**config.mk**
```make
export PLATFORM = sky130hd
export DESIGN_NAME = mips_multicycle_ctrl
export DESIGN_NICKNAME = d
export VERILOG_FILES = /design/src/rtl/mips_ctrl_pkg.sv /design/src/rtl/mips_alu_decoder.sv /design/src/rtl/mips_multicycle_ctrl.sv
export SDC_FILE = /design/constraint.sdc
export NUM_CORES = 1
export LEC_CHECK = 0
export ABC_AREA = 1
export CAP_MARGIN = 20
export CORE_UTILIZATION = 42
export DETAILED_ROUTE_END_ITERATION = 6
export GPL_TIMING_DRIVEN = 0
export PLACE_DENSITY = 0.85
export SYNTH_ARGS = -nofsm -noshare
export SYNTH_HDL_FRONTEND = slang
export SYNTH_SLANG_ARGS = --single-unit
```
**constraint.sdc**
```tcl
create_clock -name clk -period 2 [get_ports clk]
set_input_delay 0.4 -clock clk [delete_from_list [all_inputs] [get_ports clk]]
set_output_delay 0.4 -clock clk [all_outputs]
set_load 0.05 [all_outputs]
```
**src/rtl/mips_ctrl_pkg.sv**
```systemverilog
// Shared constants for the multi-cycle MIPS control unit: state codes, opcodes,
// funct codes, ALU op select values and datapath mux encodings.
package mips_ctrl_pkg;

    localparam int unsigned STATE_CODE_W = 4;

    localparam logic [3:0] S_RST      = 4'd0;
    localparam logic [3:0] S_FETCH    = 4'd1;
    localparam logic [3:0] S_DECODE   = 4'd2;
    localparam logic [3:0] S_MEMADR   = 4'd3;
    localparam logic [3:0] S_MEMRD    = 4'd4;
    localparam logic [3:0] S_MEMWB    = 4'd5;
    localparam logic [3:0] S_MEMWR    = 4'd6;
    localparam logic [3:0] S_RTYPE_EX = 4'd7;
    localparam logic [3:0] S_ALU_WB   = 4'd8;
    localparam logic [3:0] S_BRANCH   = 4'd9;
    localparam logic [3:0] S_IMM_EX   = 4'd10;
    localparam logic [3:0] S_IMM_WB   = 4'd11;
    localparam logic [3:0] S_JUMP     = 4'd12;
    localparam logic [3:0] S_TRAP     = 4'd13;

    localparam logic [5:0] OP_RTYPE = 6'b000000;
    localparam logic [5:0] OP_J     = 6'b000010;
    localparam logic [5:0] OP_BEQ   = 6'b000100;
    localparam logic [5:0] OP_BNE   = 6'b000101;
    localparam logic [5:0] OP_ADDI  = 6'b001000;
    localparam logic [5:0] OP_ANDI  = 6'b001100;
    localparam logic [5:0] OP_ORI   = 6'b001101;
    localparam logic [5:0] OP_LW    = 6'b100011;
    localparam logic [5:0] OP_SW    = 6'b101011;

    localparam logic [5:0] FN_ADD = 6'b100000;
    localparam logic [5:0] FN_SUB = 6'b100010;
    localparam logic [5:0] FN_AND = 6'b100100;
    localparam logic [5:0] FN_OR  = 6'b100101;
    localparam logic [5:0] FN_XOR = 6'b100110;
    localparam logic [5:0] FN_NOR = 6'b100111;
    localparam logic [5:0] FN_SLT = 6'b101010;
    localparam logic [5:0] FN_SRL = 6'b000010;

    localparam logic [2:0] ALU_AND = 3'b000;
    localparam logic [2:0] ALU_OR  = 3'b001;
    localparam logic [2:0] ALU_ADD = 3'b010;
    localparam logic [2:0] ALU_XOR = 3'b011;
    localparam logic [2:0] ALU_NOR = 3'b100;
    localparam logic [2:0] ALU_SRL = 3'b101;
    localparam logic [2:0] ALU_SUB = 3'b110;
    localparam logic [2:0] ALU_SLT = 3'b111;

    localparam logic [1:0] SRCB_B     = 2'b00;
    localparam logic [1:0] SRCB_FOUR  = 2'b01;
    localparam logic [1:0] SRCB_IMM   = 2'b10;
    localparam logic [1:0] SRCB_BRIMM = 2'b11;

    localparam logic [1:0] PCSRC_ALU    = 2'b00;
    localparam logic [1:0] PCSRC_ALUOUT = 2'b01;
    localparam logic [1:0] PCSRC_JUMP   = 2'b10;

    // Per-state control word; branch_eq/branch_ne qualify pc_en with the zero flag.
    typedef struct packed {
        logic       pc_write;
        logic       branch_eq;
        logic       branch_ne;
        logic       iord;
        logic       mem_write;
        logic       ir_write;
        logic       reg_dst;
        logic       mem_to_reg;
        logic       reg_write;
        logic       alu_src_a;
        logic [1:0] alu_src_b;
        logic       zero_ext;
        logic [1:0] pc_src;
        logic [2:0] alu_ctrl;
        logic       illegal;
    } ctrl_t;

    function automatic ctrl_t ctrl_idle();
        ctrl_t c;
        c          = '0;
        c.alu_ctrl = ALU_ADD;
        return c;
    endfunction

endpackage

```
**src/rtl/mips_alu_decoder.sv**
```systemverilog
// Combinational R-type funct decoder producing the ALU op select and a valid flag.
module mips_alu_decoder
    import mips_ctrl_pkg::*;
(
    input  logic [5:0] funct,
    output logic [2:0] alu_ctrl,
    output logic       valid
);

    always_comb begin
        alu_ctrl = ALU_ADD;
        valid    = 1'b1;
        case (funct)
            FN_ADD:  alu_ctrl = ALU_ADD;
            FN_SUB:  alu_ctrl = ALU_SUB;
            FN_AND:  alu_ctrl = ALU_AND;
            FN_OR:   alu_ctrl = ALU_OR;
            FN_XOR:  alu_ctrl = ALU_XOR;
            FN_NOR:  alu_ctrl = ALU_NOR;
            FN_SLT:  alu_ctrl = ALU_SLT;
            FN_SRL:  alu_ctrl = ALU_SRL;
            default: valid    = 1'b0;
        endcase
    end

endmodule

```
**src/rtl/mips_multicycle_ctrl.sv**
```systemverilog
// Main control FSM of the multi-cycle MIPS datapath: Moore decode of the state
// register into datapath enables/mux selects, with pc_en qualified by zero in BRANCH.
module mips_multicycle_ctrl
    import mips_ctrl_pkg::*;
#(
    parameter int unsigned STATE_W = 4,
    parameter int unsigned EXT_ISA = 1
) (
    input  logic               clk,
    input  logic               rst_n,
    input  logic [5:0]         op,
    input  logic [5:0]         funct,
    input  logic               zero,
    output logic               pc_en,
    output logic               iord,
    output logic               mem_write,
    output logic               ir_write,
    output logic               reg_dst,
    output logic               mem_to_reg,
    output logic               reg_write,
    output logic               alu_src_a,
    output logic [1:0]         alu_src_b,
    output logic               zero_ext,
    output logic [1:0]         pc_src,
    output logic [2:0]         alu_ctrl,
    output logic [STATE_W-1:0] state_o,
    output logic               illegal
);

    logic [STATE_W-1:0] r_state;
    logic [STATE_W-1:0] w_next;
    logic [2:0]         w_fn_alu;
    logic               w_fn_valid;
    logic               w_ext;
    logic               w_is_imm;
    logic               w_is_branch;
    ctrl_t              w_ctrl;

    assign w_ext       = (EXT_ISA != 0);
    assign w_is_imm    = (op == OP_ADDI) || (w_ext && ((op == OP_ANDI) || (op == OP_ORI)));
    assign w_is_branch = (op == OP_BEQ) || (w_ext && (op == OP_BNE));

    mips_alu_decoder u_alu_dec (
        .funct    (funct),
        .alu_ctrl (w_fn_alu),
        .valid    (w_fn_valid)
    );

    always_ff @(posedge clk or negedge rst_n) begin
        if (!rst_n) begin
            r_state <= STATE_W'(S_RST);
        end else begin
            r_state <= w_next;
        end
    end

    always_comb begin
        w_next = STATE_W'(S_RST);
        case (r_state)
            STATE_W'(S_RST):    w_next = STATE_W'(S_FETCH);
            STATE_W'(S_FETCH):  w_next = STATE_W'(S_DECODE);
            STATE_W'(S_DECODE): begin
                if ((op == OP_LW) || (op == OP_SW)) begin
                    w_next = STATE_W'(S_MEMADR);
                end else if (op == OP_RTYPE) begin
                    w_next = STATE_W'(S_RTYPE_EX);
                end else if (w_is_branch) begin
                    w_next = STATE_W'(S_BRANCH);
                end else if (w_is_imm) begin
                    w_next = STATE_W'(S_IMM_EX);
                end else if (op == OP_J) begin
                    w_next = STATE_W'(S_JUMP);
                end else begin
                    w_next = STATE_W'(S_TRAP);
                end
            end
            STATE_W'(S_MEMADR):   w_next = (op == OP_LW) ? STATE_W'(S_MEMRD) : STATE_W'(S_MEMWR);
            STATE_W'(S_MEMRD):    w_next = STATE_W'(S_MEMWB);
            STATE_W'(S_MEMWB):    w_next = STATE_W'(S_FETCH);
            STATE_W'(S_MEMWR):    w_next = STATE_W'(S_FETCH);
            STATE_W'(S_RTYPE_EX): w_next = w_fn_valid ? STATE_W'(S_ALU_WB) : STATE_W'(S_TRAP);
            STATE_W'(S_ALU_WB):   w_next = STATE_W'(S_FETCH);
            STATE_W'(S_BRANCH):   w_next = STATE_W'(S_FETCH);
            STATE_W'(S_IMM_EX):   w_next = STATE_W'(S_IMM_WB);
            STATE_W'(S_IMM_WB):   w_next = STATE_W'(S_FETCH);
            STATE_W'(S_JUMP):     w_next = STATE_W'(S_FETCH);
            STATE_W'(S_TRAP):     w_next = STATE_W'(S_TRAP);
            default:              w_next = STATE_W'(S_RST);
        endcase
    end

    always_comb begin
        w_ctrl = ctrl_idle();
        case (r_state)
            STATE_W'(S_FETCH): begin
                w_ctrl.ir_write  = 1'b1;
                w_ctrl.alu_src_b = SRCB_FOUR;
                w_ctrl.pc_src    = PCSRC_ALU;
                w_ctrl.pc_write  = 1'b1;
            end
            STATE_W'(S_DECODE): begin
                w_ctrl.alu_src_b = SRCB_BRIMM;
            end
            STATE_W'(S_MEMADR): begin
                w_ctrl.alu_src_a = 1'b1;
                w_ctrl.alu_src_b = SRCB_IMM;
            end
            STATE_W'(S_MEMRD): begin
                w_ctrl.iord = 1'b1;
            end
            STATE_W'(S_MEMWB): begin
                w_ctrl.mem_to_reg = 1'b1;
                w_ctrl.reg_write  = 1'b1;
            end
            STATE_W'(S_MEMWR): begin
                w_ctrl.iord      = 1'b1;
                w_ctrl.mem_write = 1'b1;
            end
            STATE_W'(S_RTYPE_EX): begin
                w_ctrl.alu_src_a = 1'b1;
                w_ctrl.alu_src_b = SRCB_B;
                w_ctrl.alu_ctrl  = w_fn_alu;
            end
            STATE_W'(S_ALU_WB): begin
                w_ctrl.reg_dst   = 1'b1;
                w_ctrl.reg_write = 1'b1;
            end
            STATE_W'(S_BRANCH): begin
                w_ctrl.alu_src_a = 1'b1;
                w_ctrl.alu_src_b = SRCB_B;
                w_ctrl.alu_ctrl  = ALU_SUB;
                w_ctrl.pc_src    = PCSRC_ALUOUT;
                w_ctrl.branch_eq = (op == OP_BEQ);
                w_ctrl.branch_ne = w_ext && (op == OP_BNE);
            end
            STATE_W'(S_IMM_EX): begin
                w_ctrl.alu_src_a = 1'b1;
                w_ctrl.alu_src_b = SRCB_IMM;
                if (w_ext && (op == OP_ANDI)) begin
                    w_ctrl.alu_ctrl = ALU_AND;
                    w_ctrl.zero_ext = 1'b1;
                end else if (w_ext && (op == OP_ORI)) begin
                    w_ctrl.alu_ctrl = ALU_OR;
                    w_ctrl.zero_ext = 1'b1;
                end
            end
            STATE_W'(S_IMM_WB): begin
                w_ctrl.reg_write = 1'b1;
            end
            STATE_W'(S_JUMP): begin
                w_ctrl.pc_src   = PCSRC_JUMP;
                w_ctrl.pc_write = 1'b1;
            end
            STATE_W'(S_TRAP): begin
                w_ctrl.illegal = 1'b1;
            end
            default: w_ctrl = ctrl_idle();
        endcase
    end

    assign pc_en      = w_ctrl.pc_write | (w_ctrl.branch_eq & zero) | (w_ctrl.branch_ne & ~zero);
    assign iord       = w_ctrl.iord;
    assign mem_write  = w_ctrl.mem_write;
    assign ir_write   = w_ctrl.ir_write;
    assign reg_dst    = w_ctrl.reg_dst;
    assign mem_to_reg = w_ctrl.mem_to_reg;
    assign reg_write  = w_ctrl.reg_write;
    assign alu_src_a  = w_ctrl.alu_src_a;
    assign alu_src_b  = w_ctrl.alu_src_b;
    assign zero_ext   = w_ctrl.zero_ext;
    assign pc_src     = w_ctrl.pc_src;
    assign alu_ctrl   = w_ctrl.alu_ctrl;
    assign illegal    = w_ctrl.illegal;
    assign state_o    = r_state;

endmodule
```
==> metrics <==
outcome=finished, final reports clean; Largest register FFs=4; syn avg cell area=5.21 um2; global-route wire length before repair=3.68 mm; Sw Ratio=0.649; GR Util All Layers=0.261; clock tree buffer depth=2; max cap viols=0; Final min period=2.00 ns; Clock power frac=0.065; CP arrival=1.60 ns; Vias=1002; die area=1800 um2; IO Port Bufs=35; via count of the first global-routing pass=935; clk_lat worst skew=0.24 ns; Ports=36; net switching power=0.00102 W; Mapped Area=688 um2; clock skew=0.00738 ns; Initial DRC Count=26; worst-margin pin slew=0.495 ns; Final Cycle Share=0.999; wire length per cell=11.1 um; vias per std cell=5.33; part of the power in registers=0.119; FMAX=501 MHz; Routed Antenna Nets=0; commonest non-fill, non-tap cell in the layout=nand2_1; Worst-path clk slew=0.04 ns; nets=189; Worst Hold Class=primary input to async pin; WS Path Type=register to output pin; Initial Utilization=0.452; CP startpoint kind=register; DRC=0; Slew headroom=0.669; largest net degree at the start of global routing=9; WL final=2.09 mm; fraction of layout instances using a drive strength above 1=0.337; clock root cell=clkbuf_4; Cells after Synth=132; power share of the combinational group=0.816; Area growth, synth to finish=67.1%; Worst Path Max Fanout=5; area taken by flip-flops and latches=105 um2; level count of the clock H-tree=1; Util after Layout=0.755; chip width=42.5 um; CTS tree=built; multi-input logic area=592 um2; Pint=0.000553 W; hold bufs inserted after CTS=0; DRT Pass-1 Iters=4; Max IR drop VDD=0.732 mV; Pleak=0.610 nW; post-synth cell types=18; syn_nets=147; GRT Residual Overflow=0; worst path required time=1.60 ns; #FFs+latches synth=4; Final Max Slew Viols=0; Pwr Density=1370 nW/um2; CP endpoint kind=output pin; Core ar.=1520 um2; synth warn=0; Post-DP HPWL=1.68 mm; number of buffers created by CTS=3; most frequent cells in the layout=24 x nand2_1, 23 x nand3_1, 18 x nor2_1; cell area after layout=1150 um2; sequential fraction of the synthesis area=0.145; Placed Area=1110 um2; routability cong.=0.838; Core Rows=14; fillcell total=136; RSZ-0062 raised after global routing=true; Fin. Hold Viols=0; total inserted antenna cells=0; die height=42.5 um; clock sinks=4; # setup viols final=0; initial antenna violation count=0
-- critical path: stages, from the launching register on --
cell and delay [ns]:
dfrtp_2 0.44, nor2_4 0.15, inv_2 0.08, nor2_4 0.14
dlygate4sd2_1 0.54
-- final cells by class --
class	instances	area share
clock buffers	3	0.0196
inverters	24	0.0805
multi-input cells	104	0.515
flip-flops and latches	4	0.0914
well taps	16	0.0174
repair buffers	37	0.276
-- synth_stat cells, drive strengths merged --
cell type	n	area share
nand2	24	0.13
nor3	2	0.022
inv	24	0.13
nand3b	2	0.022
a21oi	2	0.015
o21ai	5	0.036
nand4	5	0.045
and3	1	0.0091
nor2	36	0.24
a211oi	1	0.011
nand3	25	0.18
o21bai	1	0.011
dfrtp	4	0.15
-- stage by stage --
stage               setup WS [ns]  hold slack, ns  total power (W)  setup TNS (ns)  cells
finish                    0.00281           0.362          0.00158               0    188
global route              -0.0594           0.398          0.00166          -0.248    188
CTS                      0.000132           0.369          0.00156               0    188
detailed placement         -0.840           0.616          0.00150           -4.82    183
global placement           -0.818           0.605          0.00148           -4.55    183
floorplan                  -0.133           0.104          0.00111          -0.142    132
-- repair_timing --
action                                  4_1_cts  5_1_grt
gates resized for setup                      75       27
buffers inserted                              2        0
pin swaps                                     5        1
endpoints found under the setup margin       17       16
-- path summary, 6_finish.rpt --
check                                     start              endpoint  slack [ns]  depth (start not counted)
setup / recovery           state_o[2]$_DFF_PN0_             pc_src[0]       0.003                          4
hold / removal                            rst_n  state_o[0]$_DFF_PN0_        0.36                          1
setup reg to reg           state_o[2]$_DFF_PN0_  state_o[2]$_DFF_PN0_        0.67                          7
hold reg to reg            state_o[3]$_DFF_PN0_  state_o[2]$_DFF_PN0_        0.72                          2
max in group asynchronous                 rst_n  state_o[3]$_DFF_PN0_        1.45                          1
min in group clk                          op[4]  state_o[1]$_DFF_PN0_        0.63                          5
-- cell families (layout without fill, tap and decap cells) --
kind of cell / after synthesis / in the layout / synth area share
buf+inv: 24 / 64 / 0.131
compound gates: 9 / 9 / 0.0727
simple gates: 95 / 95 / 0.651
flops: 4 / 4 / 0.145
-- power by group through the flow --
stage	registers [W]	clock network [W]	logic, W
2_1_floorplan	0.000295	0	0.000811
6_report	0.000187	0.000102	0.00129
3_5_place_dp	0.000185	0	0.00131
5_1_grt	0.000195	0.000103	0.00136
3_3_place_gp	0.000184	0	0.00130
4_1_cts	0.000184	0.000102	0.00128
-- layer usage --
metal | up-vias | GRT usage | share of wire | wire length, um
met4 | 0 | 0.0750 | 0.0062 | 13
met2 | 36 | 0.458 | 0.50 | 1050
met1 | 453 | 0.335 | 0.44 | 926
met3 | 2 | 0.0259 | 0.046 | 96
met5 | - | 0 | 0 | 0
li1 | 511 | - | - | -
Power figures use the tool's default switching activity.
